### config.mk
export PLATFORM = sky130hd
export DESIGN_NAME = ifetch_ctrl
export DESIGN_NICKNAME = d
export VERILOG_FILES = /design/src/rtl/ifetch_pkg.sv /design/src/rtl/ifetch_fifo.sv /design/src/rtl/ifetch_ctrl.sv
export SDC_FILE = /design/constraint.sdc
export NUM_CORES = 1
export LEC_CHECK = 0
export CAP_MARGIN = 30
export CORE_UTILIZATION = 42
export DETAILED_ROUTE_END_ITERATION = 12
export GPL_ROUTABILITY_DRIVEN = 0
export GPL_TIMING_DRIVEN = 0
export PLACE_DENSITY_LB_ADDON = 0.25
export SKIP_LAST_GASP = 1
export SYNTH_ARGS = -nofsm -noshare
export SYNTH_HDL_FRONTEND = slang
export SYNTH_SLANG_ARGS = --single-unit
### constraint.sdc
create_clock -name clk -period 4.37 [get_ports clk]
set_input_delay 0.437 -clock clk [delete_from_list [all_inputs] [get_ports clk]]
set_output_delay 0.437 -clock clk [all_outputs]
set_load 0.005 [all_outputs]
### src/rtl/ifetch_pkg.sv
// Shared types and constants for the instruction fetch controller and its prefetch queue.
package ifetch_pkg;

  localparam int unsigned INST_BYTES = 4;
  localparam logic [31:0] PC_MASK    = ~(32'(INST_BYTES) - 32'd1);

  typedef enum logic [1:0] {
    S_BOOT = 2'd0,
    S_RUN  = 2'd1,
    S_HALT = 2'd2
  } fetch_state_t;

  typedef struct packed {
    logic [31:0] pc;
    logic [31:0] inst;
  } fetch_entry_t;

  function automatic logic [31:0] pc_align(input logic [31:0] a);
    return a & PC_MASK;
  endfunction

endpackage

### src/rtl/ifetch_fifo.sv
// Prefetch queue: DEPTH-entry circular FIFO of {pc, inst} with flush, allowing push and pop in one cycle when full.
module ifetch_fifo
  import ifetch_pkg::*;
#(
  parameter int unsigned DEPTH = 2
) (
  input  logic                         clk,
  input  logic                         rst,
  input  logic                         push,
  input  fetch_entry_t                 push_data,
  input  logic                         pop,
  input  logic                         flush,
  output fetch_entry_t                 head,
  output logic                         full,
  output logic                         empty,
  output logic [$clog2(DEPTH+1)-1:0]   count
);

  localparam int unsigned PTR_W = (DEPTH > 1) ? $clog2(DEPTH) : 1;
  localparam int unsigned CNT_W = $clog2(DEPTH + 1);

  fetch_entry_t     mem_q [DEPTH];
  fetch_entry_t     mem_d [DEPTH];
  logic [PTR_W-1:0] rd_ptr_q, rd_ptr_d;
  logic [PTR_W-1:0] wr_ptr_q, wr_ptr_d;
  logic [CNT_W-1:0] count_q, count_d;
  logic             do_push;
  logic             do_pop;

  // Pointers wrap explicitly so non-power-of-two depths work.
  function automatic logic [PTR_W-1:0] ptr_inc(input logic [PTR_W-1:0] p);
    if (p == PTR_W'(DEPTH - 1)) return '0;
    return p + PTR_W'(1);
  endfunction

  assign empty = (count_q == '0);
  assign full  = (count_q == CNT_W'(DEPTH));
  assign count = count_q;
  assign head  = mem_q[rd_ptr_q];

  always_comb begin
    do_pop   = pop && !empty && !flush;
    do_push  = push && (!full || do_pop) && !flush;
    rd_ptr_d = rd_ptr_q;
    wr_ptr_d = wr_ptr_q;
    count_d  = count_q;
    if (flush) begin
      rd_ptr_d = '0;
      wr_ptr_d = '0;
      count_d  = '0;
    end else begin
      if (do_pop)  rd_ptr_d = ptr_inc(rd_ptr_q);
      if (do_push) wr_ptr_d = ptr_inc(wr_ptr_q);
      if (do_push && !do_pop)      count_d = count_q + CNT_W'(1);
      else if (!do_push && do_pop) count_d = count_q - CNT_W'(1);
    end
  end

  always_comb begin
    mem_d = mem_q;
    if (do_push) mem_d[wr_ptr_q] = push_data;
  end

  always_ff @(posedge clk) begin
    if (rst) begin
      rd_ptr_q <= '0;
      wr_ptr_q <= '0;
      count_q  <= '0;
    end else begin
      rd_ptr_q <= rd_ptr_d;
      wr_ptr_q <= wr_ptr_d;
      count_q  <= count_d;
    end
  end

  // Storage carries data only; occupancy is tracked by count_q.
  always_ff @(posedge clk) begin
    mem_q <= mem_d;
  end

endmodule

### src/rtl/ifetch_ctrl.sv
// Instruction fetch controller: boot/run/halt FSM, fetch PC and redirect handling over a prefetch queue.
// Optional stall counter port enabled by defining IFETCH_STALL_CNT_EN.
module ifetch_ctrl
  import ifetch_pkg::*;
#(
  parameter logic [31:0] RESET_PC = 32'h0000_0000,
  parameter int unsigned DEPTH    = 2
) (
  input  logic        clk,
  input  logic        rst,
  output logic [31:0] imem_a,
  input  logic [31:0] imem_inst,
  input  logic        redirect_valid,
  input  logic [31:0] redirect_pc,
  input  logic        halt,
  output logic        out_valid,
  input  logic        out_ready,
  output logic [31:0] out_inst,
  output logic [31:0] out_pc,
  output logic        halted
`ifdef IFETCH_STALL_CNT_EN
  ,
  output logic [31:0] stall_cnt
`endif
);

  localparam int unsigned CNT_W = $clog2(DEPTH + 1);

  fetch_state_t     state_q, state_d;
  logic [31:0]      fetch_pc_q, fetch_pc_d;
  logic             fetch_en;
  logic             push;
  logic             pop;
  logic             q_full;
  logic             q_empty;
  logic [CNT_W-1:0] q_count;
  fetch_entry_t     q_head;
  fetch_entry_t     q_in;

  always_ff @(posedge clk) begin
    if (rst) state_q <= S_BOOT;
    else     state_q <= state_d;
  end

  // Redirect leaves the state alone; only halt moves between RUN and HALT.
  always_comb begin
    state_d = state_q;
    case (state_q)
      S_BOOT:  state_d = S_RUN;
      S_RUN:   if (halt)  state_d = S_HALT;
      S_HALT:  if (!halt) state_d = S_RUN;
      default: state_d = S_BOOT;
    endcase
  end

  always_comb begin
    halted   = (state_q == S_HALT);
    fetch_en = (state_q == S_RUN) && !halt && !redirect_valid;
  end

  assign out_valid = (q_count != '0);
  assign pop       = out_valid && out_ready && !redirect_valid;
  assign push      = fetch_en && (!q_full || pop);
  assign q_in      = '{pc: fetch_pc_q, inst: imem_inst};
  assign imem_a    = fetch_pc_q;
  assign out_inst  = q_empty ? '0 : q_head.inst;
  assign out_pc    = q_empty ? '0 : q_head.pc;

  always_comb begin
    fetch_pc_d = fetch_pc_q;
    if (redirect_valid) fetch_pc_d = pc_align(redirect_pc);
    else if (push)      fetch_pc_d = fetch_pc_q + 32'(INST_BYTES);
  end

  always_ff @(posedge clk) begin
    if (rst) fetch_pc_q <= pc_align(RESET_PC);
    else     fetch_pc_q <= fetch_pc_d;
  end

  ifetch_fifo #(
    .DEPTH (DEPTH)
  ) u_fifo (
    .clk       (clk),
    .rst       (rst),
    .push      (push),
    .push_data (q_in),
    .pop       (pop),
    .flush     (redirect_valid),
    .head      (q_head),
    .full      (q_full),
    .empty     (q_empty),
    .count     (q_count)
  );

`ifdef IFETCH_STALL_CNT_EN
  logic [31:0] stall_cnt_q, stall_cnt_d;

  // Saturating count of cycles where decode holds off a valid head.
  always_comb begin
    stall_cnt_d = stall_cnt_q;
    if (out_valid && !out_ready && (stall_cnt_q != 32'hFFFF_FFFF))
      stall_cnt_d = stall_cnt_q + 32'd1;
  end

  always_ff @(posedge clk) begin
    if (rst) stall_cnt_q <= '0;
    else     stall_cnt_q <= stall_cnt_d;
  end

  assign stall_cnt = stall_cnt_q;
`endif

endmodule
==> results by group, run 1 <==
Status
  • Status: finished, final reports clean

Timing
  • Final clock skew: 0.00796 ns
  • Final setup fails: 0
  • Fin. max-slew vios: 0
  • Final hold violations: 0
  • Crit path time final: ~3.2 ns
  • Max Fclk: between 0.3 and 0.4 GHz
  • Max-Slew Margin vs Limit: 0.395
  • Worst-Margin Slew: slightly above 0.9 ns
  • Crit share post-route: 0.724
  • RSZ-0062 raised after global routing: no
  • TNS Setup: 0 ns

Setup path
  • Crit-path max cell delay: about 0.62 ns
  • R2r worst-path depth: 7
  • Crit path max-delay family: buffers and inverters
  • Crit. End Element: output pin
  • Crit path cell chain: clkbuf_1, clkbuf_1, mux2i_1, nor2_1, clkdlybuf4s50_1
  • Most common cell on crit path: clkbuf_1
  • R2r setup slk: 1.38 ns
  • Worst endpoint required time: around 4 ns
  • Slowest CP cell: clkbuf_1
  • Worst-path fanout max: 10
  • Critical R2R Launch: state_q[1]$_SDFFE_PP0P_
  • Critical Path Source Type: flip-flop
  • Worst endpoint data arrival time: around 2.7 ns
  • Setup CP Type: flip-flop to output pin
  • R2R Path End: u_fifo.mem_q[116]$_DFFE_PP_
  • CP Buf/Inv Count: 3

Routing
  • DR vias/cell: between 5 and 6
  • DRC Markers: 0
  • DR vias: between 5000 and 6000
  • DRT Wirelength: between 15000 and 20000 um
  • WL per Instance: roughly 17 um
  • First DRT Iteration DRCs: between 400 and 500
  • TritonRoute pass-1 iters: 5
  • Routed Antenna Nets: 0

Synthesis
  • Sequential area share after synthesis: 0.657
  • Number of synthesized flops with an enable pin: ~120
  • Post-Syn Instances: between 500 and 600
  • Post-synthesis async set-or-reset flop share: 0
  • Ys flop type: edfxtp_1
  • Synth warn: 0
  • Netlist Area Pre-Place: about 0.0068 sq mm
  • #FFs+latches synth: between 150 and 200
  • Synth cell types: 47
  • Synthesized area per cell: ~13 sq um

Clock network
  • Clock sink count: 160
  • Clk buf depth: 2
  • Max H-tree Level: 4
  • CTS Buf Count: 17
  • Worst skew pair latency: ~0.42 ns
  • CTS tree: yes
  • Resized cells post-CTS: 0
  • CTS clk-pin slew, worst paths: 0.06 ns
  • Root buffer cell: clkbuf_16
  • Setup bufs post-CTS: 0
  • Hold_buf cts: 0

Floorplan
  • Row Count: 46
  • IO Pins: 167
  • Die width: 129 um
  • Core Footprint: 0.0158 sq mm
  • Initial Util: 0.428
  • Die footprint: roughly 0.017 sq mm
  • Die Y: 129 um

Global routing
  • Global-route wire length before repair: about 25000 um
  • Vias in the first global route: ~4900
  • Grt total ovfl: 0
  • Initial antenna violation count: 0
  • Largest net degree at the start of global routing: 63
  • GR Util All Layers: 0.204

Cells and area
  • P&R area growth vs syn: 38.3%
  • Antenna cell count: 0
  • Post-layout nets: about 790
  • Ratio of cells with drive above 1 in the final layout: 0.0640
  • Non-filler instance count after layout: 950

Power and ir drop
  • Peak supply drop: ~270 uV
  • Pwr/cell area: between 300 and 400 mW/mm^2
  • Lkg Pwr: slightly above 0.003 uW

Placement
  • Dpl hpwl: 11400 um
  • Port buffer count: 160
  • Post-Place Cells: around 920

Worst hold path
  • Hold Path Class: flip-flop to flip-flop
  • Hold endpoint: u_fifo.mem_q[63]$_DFFE_PP_
  • Hold path depth: 0
  • Hold path startpoint: imem_a[31]$_SDFFE_PP0P_

Run
  • Number of max-cap violations: 0
-- power breakdown --
group / switching (uW) / internal, uW / leakage, uW
clock: 581 / 1070 / 0.000322
combinational: 120 / 154 / 0.00131
sequential: 39.2 / 1680 / 0.00144
total: 741 / 2910 / 0.00307
-- cells in the mapped netlist, drive strengths merged, types with 3 or more instances --
cell type	n	share of area
buf	10	0.0094
clkbuf	27	0.015
nand4	16	0.016
o22ai	5	0.0046
nor4	3	0.0050
a21oi	19	0.014
o21ai	15	0.011
or3	4	0.0037
nand3	6	0.0044
edfxtp	124	0.55
nor2	85	0.047
nand4b	3	0.0039
xor2	7	0.0091
and4	3	0.0039
inv	10	0.0055
nand2	23	0.013
dfxtp	36	0.11
and3	4	0.0037
a32oi	5	0.0065
xnor2	4	0.0052
nor3	10	0.0074
nor3b	3	0.0033
mux2i	64	0.095
a31oi	18	0.017
and2	9	0.0083
a41oi	3	0.0039
mux2	3	0.0050
-- worst max-delay path by stage --
stage	to	start	cells after the start	slack [ns]
CTS	out_inst[19]	u_fifo.rd_ptr_q$_SDFFE_PP0P_	5	1.07
detailed placement	u_fifo.mem_q[112]$_DFFE_PP_	out_ready	8	0.87
floorplan	u_fifo.mem_q[100]$_DFFE_PP_	redirect_valid	5	0.90
finish	out_pc[15]	u_fifo.rd_ptr_q$_SDFFE_PP0P_	5	1.21
global placement	u_fifo.mem_q[112]$_DFFE_PP_	out_ready	7	-0.60
global route	out_inst[19]	u_fifo.rd_ptr_q$_SDFFE_PP0P_	5	0.99
-- cells in the final DEF (no fill, tap or decap), types with 7 or more instances in the layout --
| cell type | count |
|---|---|
| nand4_1 | 15 |
| o21ai_0 | 15 |
| nor2_1 | 84 |
| nand2_1 | 23 |
| nor3_1 | 10 |
| clkbuf_1 | 28 |
| inv_1 | 9 |
| mux2i_1 | 64 |
| xor2_1 | 7 |
| a31oi_1 | 18 |
| and2_1 | 8 |
| a21oi_1 | 19 |
| dfxtp_1 | 36 |
| edfxtp_1 | 124 |
| clkdlybuf4s50_1 | 160 |
| clkbuf_16 | 17 |
-- layer usage --
layer,share of wire,vias to the layer above,routed length (um),GRT usage
li1,-,2367,-,-
met3,0.069,24,1140,0.0491
met4,0.016,0,263,0.0782
met5,0,-,0,0
met1,0.42,2389,6950,0.253
met2,0.49,250,8170,0.344
-- area by class of cell --
class                           instances  area (sq um)
Inverter                               10          37.5
Timing Repair Buffer                  162          1630
Buffer                                 37           165
Clock buffer                           18           429
Clock inverter                         14           236
Multi-Input combinational cell        333          2140
Fill cell                            1306          6470
Tap cell                              216           270
Sequential cell                       160          4440
-- logic make-up after synthesis --
group           count (synthesis)  synth area share
compound gates                 73            0.0664
xor+xnor                       11            0.0142
fa+ha+maj                       3           0.00518
buf+inv                        47            0.0299
flops                         160             0.657
mux                            67            0.0996
other cells                     1          0.000554
simple gates                  175             0.128
-- through the flow --
| step | hold slack, ns | setup slack, ns | instance area, sq um | util | power [uW] |
|---|---|---|---|---|---|
| global placement | 0.525 | -0.602 | 8650 | 0.547 | 2020 |
| CTS | 0.544 | 1.07 | 9360 | 0.591 | 3670 |
| global route | 0.553 | 0.988 | 9360 | 0.591 | 3770 |
| floorplan | 0.487 | 0.895 | 6780 | - | 1850 |
| detailed placement | 0.536 | 0.867 | 8690 | 0.549 | 2030 |
| finish | 0.541 | 1.21 | 9360 | 0.591 | 3650 |
-- sequential cells by signal (all words and copies together) (netlist names) --
name	count
u_fifo.count	2
u_fifo.mem_q	124
state_q	2
u_fifo.rd_ptr_q	1
imem_a	30
u_fifo.wr_ptr_q	1
(Power assumes the default switching activity.)
==> run 2: changes to the inputs <==
==> constraint.sdc (replaced) <==
create_clock -name clk -period 2.55 [get_ports clk]
set_input_delay 0.255 -clock clk [delete_from_list [all_inputs] [get_ports clk]]
set_output_delay 0.255 -clock clk [all_outputs]
set_load 0.005 [all_outputs]
==> run 2 against run 1 <==
  * Cell count rose by 0.21%
  * Routed wire length rose by 4.3%
  * Combinational power rose by 76%
  * Clock power rose by 46%
  * Clock skew fell by 0.00065 ns
  * Design area fell by 0.32%
  * Critical path depth rose by 2
  * Non-clock buffer count rose by 1
  * Critical path type is now flip-flop to flip-flop
  * Largest power group unchanged
  * Highest routed layer unchanged
==> results by group, run 2 (synthesized netlist as in run 1, its figures left out) <==
Cells and area
  • Max reg flops: 124 (unchanged)
  • FF+latch area: 0.00445 sq mm (about the same)
  • Fill cell count: 1300 (-0.46%)
  • Ratio of cells with drive above 1 in the final layout: 0.0802 (+0.0161)
  • Biggest register: u_fifo.mem_q
  • Most common cell after layout, fill and taps aside: clkdlybuf4s50_1
  • Most frequent cells in the layout: clkdlybuf4s50_1 (160), edfxtp_1 (124), nor2_1 (83)
  • Area of the multi-input gates: 0.00216 sq mm (+0.76%)
  • Antenna cell count: 0 (unchanged)
  • Non-filler instance count after layout: 952 (+0.21%)
  • P&R area growth vs syn: 37.8%
  • Post-layout nets: 794 (+0.25%)

Setup path
  • Worst endpoint data arrival time: 2.52 ns (-0.21 ns)
  • Crit. End Element: flip-flop
  • Worst-path fanout max: 31 (+21)
  • Worst endpoint required time: 2.61 ns (-1.32 ns)
  • Critical R2R Launch: u_fifo.count[0]$_SDFFE_PP0P_
  • Crit path from: u_fifo.count[0]$_SDFFE_PP0P_
  • Setup CP Type: flip-flop to flip-flop
  • Critical Path Source Type: flip-flop

Clock network
  • Clock sink count: 160 (unchanged)
  • Root buffer cell: clkbuf_16
  • CTS Buf Count: 17 (unchanged)
  • CTS clk-pin slew, worst paths: 0.06 ns (about the same)
  • CTS tree: yes
  • Max H-tree Level: 4 (unchanged)
  • Worst skew pair latency: 0.42 ns (about the same)
  • Clk buf depth: 2 (unchanged)

Timing
  • RSZ-0062 raised after global routing: yes
  • Max Fclk: a little over 0.4 GHz
  • Fin. max-slew vios: 0 (unchanged)
  • Crit path time final: approximately 2.5 ns
  • Final clock skew: 0.00731 ns (-0.000655 ns)
  • Worst-Margin Slew: 0.658 ns (-0.247 ns)
  • TNS Setup: 0 ns (unchanged)
  • Final hold violations: 0 (unchanged)
  • Final setup fails: 0 (unchanged)
  • Max-Slew Margin vs Limit: 0.561 (+0.166)
  • Crit share post-route: 0.965

Run
  • Number of max-cap violations: 0 (unchanged)

Routing
  • WL per Instance: 18.1 um (+4.1%)
  • Routed Antenna Nets: 0 (unchanged)
  • TritonRoute pass-1 iters: 5 (unchanged)
  • DR vias: 5096 (+1.3%)
  • First DRT Iteration DRCs: 417 (-0.48%)
  • DR vias/cell: 5.35 (+1.1%)
  • DRT Wirelength: 17200 um (+4.3%)
  • DRC Markers: 0 (unchanged)

Floorplan
  • IO Pins: 167 (unchanged)
  • Die Y: 129 um (unchanged)
  • Die footprint: 0.0166 sq mm (unchanged)
  • Core Footprint: 0.0158 sq mm (unchanged)
  • Die width: 129 um (unchanged)
  • Initial Util: 0.428 (unchanged)
  • Row Count: 46 (unchanged)

Power and ir drop
  • Peak supply drop: 482 uV (+75%)
  • Pwr/cell area: 626 mW/mm^2 (+61%)
  • Overall Power: 5840 uW (+60%)
  • Lkg Pwr: 0.00307 uW (+0.11%)

Placement
  • Dpl hpwl: 11800 um (+3.8%)
  • Port buffer count: 160 (unchanged)
  • Post-Place Cells: 919 (+0.11%)

Global routing
  • Global-route wire length before repair: 25800 um (+2.5%)
  • GR Util All Layers: 0.209 (+0.00533)
  • Grt total ovfl: 0 (unchanged)
  • Vias in the first global route: 4955 (+2.1%)
  • Largest net degree at the start of global routing: 32 (-49%)
  • Initial antenna violation count: 0 (unchanged)

Worst hold path
  • Hold Path Class: input pin to flip-flop
  • Hold path startpoint: redirect_pc[22]

Status
  • Status: finished, final reports clean
-- run 2: final cells by class --
cell class | instances | share of cell area
clock buffer | 22 | 0.0476
buffer | 36 | 0.0203
inverter | 10 | 0.00402
multi-input combinational | 334 | 0.231
clock inverter | 10 | 0.0122
timing repair buffer | 164 | 0.179
sequential | 160 | 0.477
tap | 216 | 0.0290
-- run 2: timing repair --
action / CTS / global route
hold buffers: 0 / 0
gates resized for setup: 9 / 5
pin swaps: 2 / 0
endpoints found under the hold margin: 0 / 0
setup endpoints to repair: 153 / 38
buffers inserted: 1 / 0
gates cloned: 1 / 0
-- run 2: per-stage QoR --
stage	worst slack (ns)	util	hold slack [ns]	instance area [sq um]
after floorplan	-0.103	-	0.354	6810
after global placement	-1.04	0.548	0.524	8680
after detailed placement	-0.527	0.552	0.528	8740
after CTS	-0.0306	0.589	0.381	9320
after global routing	-0.0232	0.589	0.393	9330
final	0.0904	0.589	0.391	9330
-- run 2: power breakdown --
group | switching, uW | internal (uW)
combinational | 213 | 272
clock | 973 | 1440
sequential | 69.6 | 2880
total | 1260 | 4590
-- run 2: path summary, 6_finish.rpt --
check                                     end  slack (ns)  cells after the start
hold / removal        imem_a[22]$_SDFFE_PP0P_        0.39                      3
setup / recovery   u_fifo.mem_q[13]$_DFFE_PP_        0.09                      7
setup reg to reg   u_fifo.mem_q[13]$_DFFE_PP_        0.09                      7
hold reg to reg   u_fifo.mem_q[110]$_DFFE_PP_        0.54                      0
-- run 2: routing by layer --
layer	vias up	GRT usage	routed length [um]
li1	2358	-	-
met1	2454	0.249	6760
met2	250	0.354	8660
met3	34	0.0524	1390
met4	0	0.101	422
met5	-	0	0
-- run 2: worst max-delay path, stage by stage (launching register included) --
cell	delay, ns
dfxtp_1	0.44
nor3b_1	0.09
or4_1	0.40
clkbuf_2	0.15
inv_2	0.07
buf_6	0.14
buf_2	0.28
and2_4	0.52
==> run 3: changes to the inputs <==
--- a/config.mk
+++ b/config.mk
@@ -6,12 +6,14 @@
 export NUM_CORES = 1
 export LEC_CHECK = 0
 export CAP_MARGIN = 30
+export CORE_MARGIN = 2
 export CORE_UTILIZATION = 42
 export DETAILED_ROUTE_END_ITERATION = 12
 export GPL_ROUTABILITY_DRIVEN = 0
 export GPL_TIMING_DRIVEN = 0
 export PLACE_DENSITY_LB_ADDON = 0.25
 export SKIP_LAST_GASP = 1
+export SLEW_MARGIN = 20
 export SYNTH_ARGS = -nofsm -noshare
 export SYNTH_HDL_FRONTEND = slang
 export SYNTH_SLANG_ARGS = --single-unit
==> run 3 against run 2 <==
  * Count of clock-buffer cells in the layout down 1
  * Worst hold slack about the same
  * Register-to-register slack better by 0.06 ns
  * Via count up 0.26%
  * Critical path type unchanged
  * Largest cell class unchanged
  * Largest power group unchanged
  * Highest routed layer unchanged
==> results by group, run 3 (synthesized netlist as in run 1, its figures left out) <==
Status
  • Status: finished, final reports clean

Timing
  • RSZ-0062 raised after global routing: no
  • Final hold violations: 0 (unchanged)
  • Fin. max-slew vios: 0 (unchanged)
  • Max-Slew Margin vs Limit: 0.554 (-0.00787)
  • Max Fclk: 0.417 GHz (+2.6%)
  • Crit path time final: 2.40 ns (-0.0625 ns)
  • Final setup fails: 0 (unchanged)
  • Final clock skew: 0.00987 ns (+0.00256 ns)
  • Final WS setup: 0.153 ns (+0.0625 ns)
  • Crit share post-route: 0.940 (-0.0245)
  • Worst-Margin Slew: 0.669 ns (+0.0111 ns)

Setup path
  • Crit path from: state_q[1]$_SDFFE_PP0P_
  • Crit. End Element: flip-flop
  • R2r worst-path depth: 8 (+1)
  • Worst endpoint data arrival time: 2.50 ns (-0.02 ns)
  • Worst-path fanout max: 42 (+35%)
  • CP Buf/Inv Count: 5 (+1)
  • Critical R2R Launch: state_q[1]$_SDFFE_PP0P_
  • Crit path max-delay family: buffers and inverters
  • Crit path cell chain: nand2b_1, or4_1, clkbuf_2, inv_2, buf_6, buf_2, and2_4, buf_16
  • R2R Path End: u_fifo.mem_q[4]$_DFFE_PP_
  • Crit-path max cell delay: 0.46 ns (-0.06 ns)
  • Worst endpoint required time: 2.65 ns (+0.04 ns)
  • CP Capture Point: u_fifo.mem_q[4]$_DFFE_PP_
  • R2r setup slk: 0.15 ns (+0.06 ns)
  • Critical Path Source Type: flip-flop
  • Setup CP Type: flip-flop to flip-flop
  • Crit. path cell count: 8 (+1)
  • Slowest CP cell: or4_1

Cells and area
  • Ratio of cells with drive above 1 in the final layout: 0.0867 (+0.00656)
  • P&R area growth vs syn: 38.9%
  • Antenna cell count: 0 (unchanged)
  • Most frequent cells in the layout: clkdlybuf4s50_1 (160), edfxtp_1 (124), nor2_1 (83)
  • Non-filler instance count after layout: 954 (+0.21%)
  • Max reg flops: 124 (unchanged)
  • Most common cell after layout, fill and taps aside: clkdlybuf4s50_1
  • Post-layout nets: 796 (+0.25%)
  • Fill cell count: 1311 (+0.85%)
  • Biggest register: u_fifo.mem_q

Global routing
  • Global-route wire length before repair: 26200 um (+1.5%)
  • Vias in the first global route: 4858 (-2.0%)
  • Initial antenna violation count: 0 (unchanged)
  • Largest net degree at the start of global routing: 43 (+34%)
  • GR Util All Layers: 0.204 (-0.00504)
  • Grt total ovfl: 0 (unchanged)

Clock network
  • CTS Buf Count: 17 (unchanged)
  • Clock sink count: 160 (unchanged)
  • Root buffer cell: clkbuf_16
  • Clk buf depth: 2 (unchanged)
  • CTS clk-pin slew, worst paths: 0.07 ns (about the same)
  • Worst skew pair latency: 0.42 ns (about the same)
  • Max H-tree Level: 4 (unchanged)
  • Hold_buf cts: 0 (unchanged)
  • CTS tree: yes

Floorplan
  • Die footprint: 0.0171 sq mm (+3.1%)
  • Die width: 131 um (+1.6%)
  • IO Pins: 167 (unchanged)
  • Die Y: 131 um (+1.6%)
  • Row Count: 46 (unchanged)
  • Core Footprint: 0.0158 sq mm (unchanged)
  • Initial Util: 0.428 (unchanged)

Power and ir drop
  • Psw: 1290 uW (+3.0%)
  • Switching share of power: 0.218 (+0.00263)
  • Cell internal pwr: 4650 uW (+1.4%)
  • Overall Power: 5950 uW (+1.8%)
  • Pwr/cell area: 633 mW/mm^2 (+1.0%)
  • Reg power frac: 0.496 (-0.009)
  • Peak supply drop: 451 uV (-6.5%)
  • Lkg Pwr: 0.00311 uW (+1.2%)
  • Clock power frac: 0.423 (+0.011)
  • Comb pwr share: 0.081 (-0.002)

Routing
  • Wire length on met1: 7160 um (+5.9%)
  • First DRT Iteration DRCs: 389 (-6.7%)
  • TritonRoute pass-1 iters: 5 (unchanged)
  • Metal2 WL: 8610 um (-0.62%)
  • WL per Instance: 18.3 um (+1.3%)
  • Routed Antenna Nets: 0 (unchanged)
  • DRT Wirelength: 17500 um (+1.5%)
  • WL met3: 1340 um (-4.0%)
  • DR vias: 5109 (+0.26%)
  • DRC Markers: 0 (unchanged)
  • Max Used Layer: met4
  • DR vias/cell: 5.36 (about the same)

Run
  • Number of max-cap violations: 0 (unchanged)

Placement
  • Dpl hpwl: 12000 um (+1.7%)
  • Port buffer count: 160 (unchanged)
  • Setup WS pre-CTS: -0.561 ns (-0.0336 ns)
  • Post-Place Cells: 919 (unchanged)

Worst hold path
  • Hold Path Class: input pin to flip-flop
## run 3: cell types whose count changed in the layout (fill, tap and decap cells not counted), sizes merged
cell and delta:
clkinvlp -1, clkbuf -2, inv +1, buf +2, clkinv +1, nor2 +1
## run 3: routing by layer
metal  vias to the layer above  GRT usage
met5                         -          0
met4                         0     0.0820
met3                        34     0.0448
met2                       252      0.334
met1                      2449      0.265
li1                       2374          -
## run 3: power by group through the flow
| stage | clock network, uW | registers, uW | logic, uW |
|---|---|---|---|
| after CTS | 2550 | 2950 | 487 |
| after global placement | 0 | 3000 | 462 |
| after detailed placement | 0 | 3000 | 481 |
| final | 2510 | 2950 | 485 |
| after global routing | 2660 | 2960 | 523 |
| after floorplan | 0 | 2980 | 183 |
## run 3: worst min path at each step
stage                                        to  cells past startpoint                    start  slack (ns)
finish                  imem_a[22]$_SDFFE_PP0P_                      3          redirect_pc[22]        0.39
global route            imem_a[16]$_SDFFE_PP0P_                      3          redirect_pc[16]        0.39
CTS                     imem_a[22]$_SDFFE_PP0P_                      3          redirect_pc[22]        0.38
detailed placement  u_fifo.mem_q[110]$_DFFE_PP_                      0  imem_a[14]$_SDFFE_PP0P_        0.54
global placement        state_q[1]$_SDFFE_PP0P_                      2  state_q[1]$_SDFFE_PP0P_        0.52
floorplan             u_fifo.mem_q[0]$_DFFE_PP_                      0             imem_inst[0]        0.35
## run 3: what timing repair did
action | 4_1_cts | 5_1_grt
setup buffers | 1 | 1
cloned | 2 | 0
pin swaps | 1 | 0
setup endpoints to repair | 144 | 48
gates resized for setup | 8 | 3
## run 3: final cells by class
class / count / area (sq um) / area share
Buffer: 36 / 188 / 0.0200
Multi-Input combinational cell: 335 / 2160 / 0.230
Sequential cell: 160 / 4450 / 0.473
Clock inverter: 11 / 133 / 0.0141
Inverter: 10 / 37.5 / 0.00399
Clock buffer: 21 / 460 / 0.0490
Tap cell: 216 / 270 / 0.0288
Timing Repair Buffer: 165 / 1700 / 0.181
## run 3: worst register-to-register path: stages, from the launching register on
cell      delay, ns
dfxtp_2        0.34
nand2b_1       0.13
or4_1          0.46
clkbuf_2       0.15
inv_2          0.06
buf_6          0.14
buf_2          0.30
and2_4         0.23
buf_16         0.22
## run 3: stage by stage
step                      utilization  TNS [ns]  area [sq um]  hold WS (ns)
final                           0.594         0          9400         0.392
after global routing            0.594         0          9400         0.385
after CTS                       0.593         0          9390         0.379
after detailed placement        0.554    -43.41          8770         0.538
after global placement          0.548   -129.74          8680         0.524
after floorplan                     -    -11.38          6810         0.354
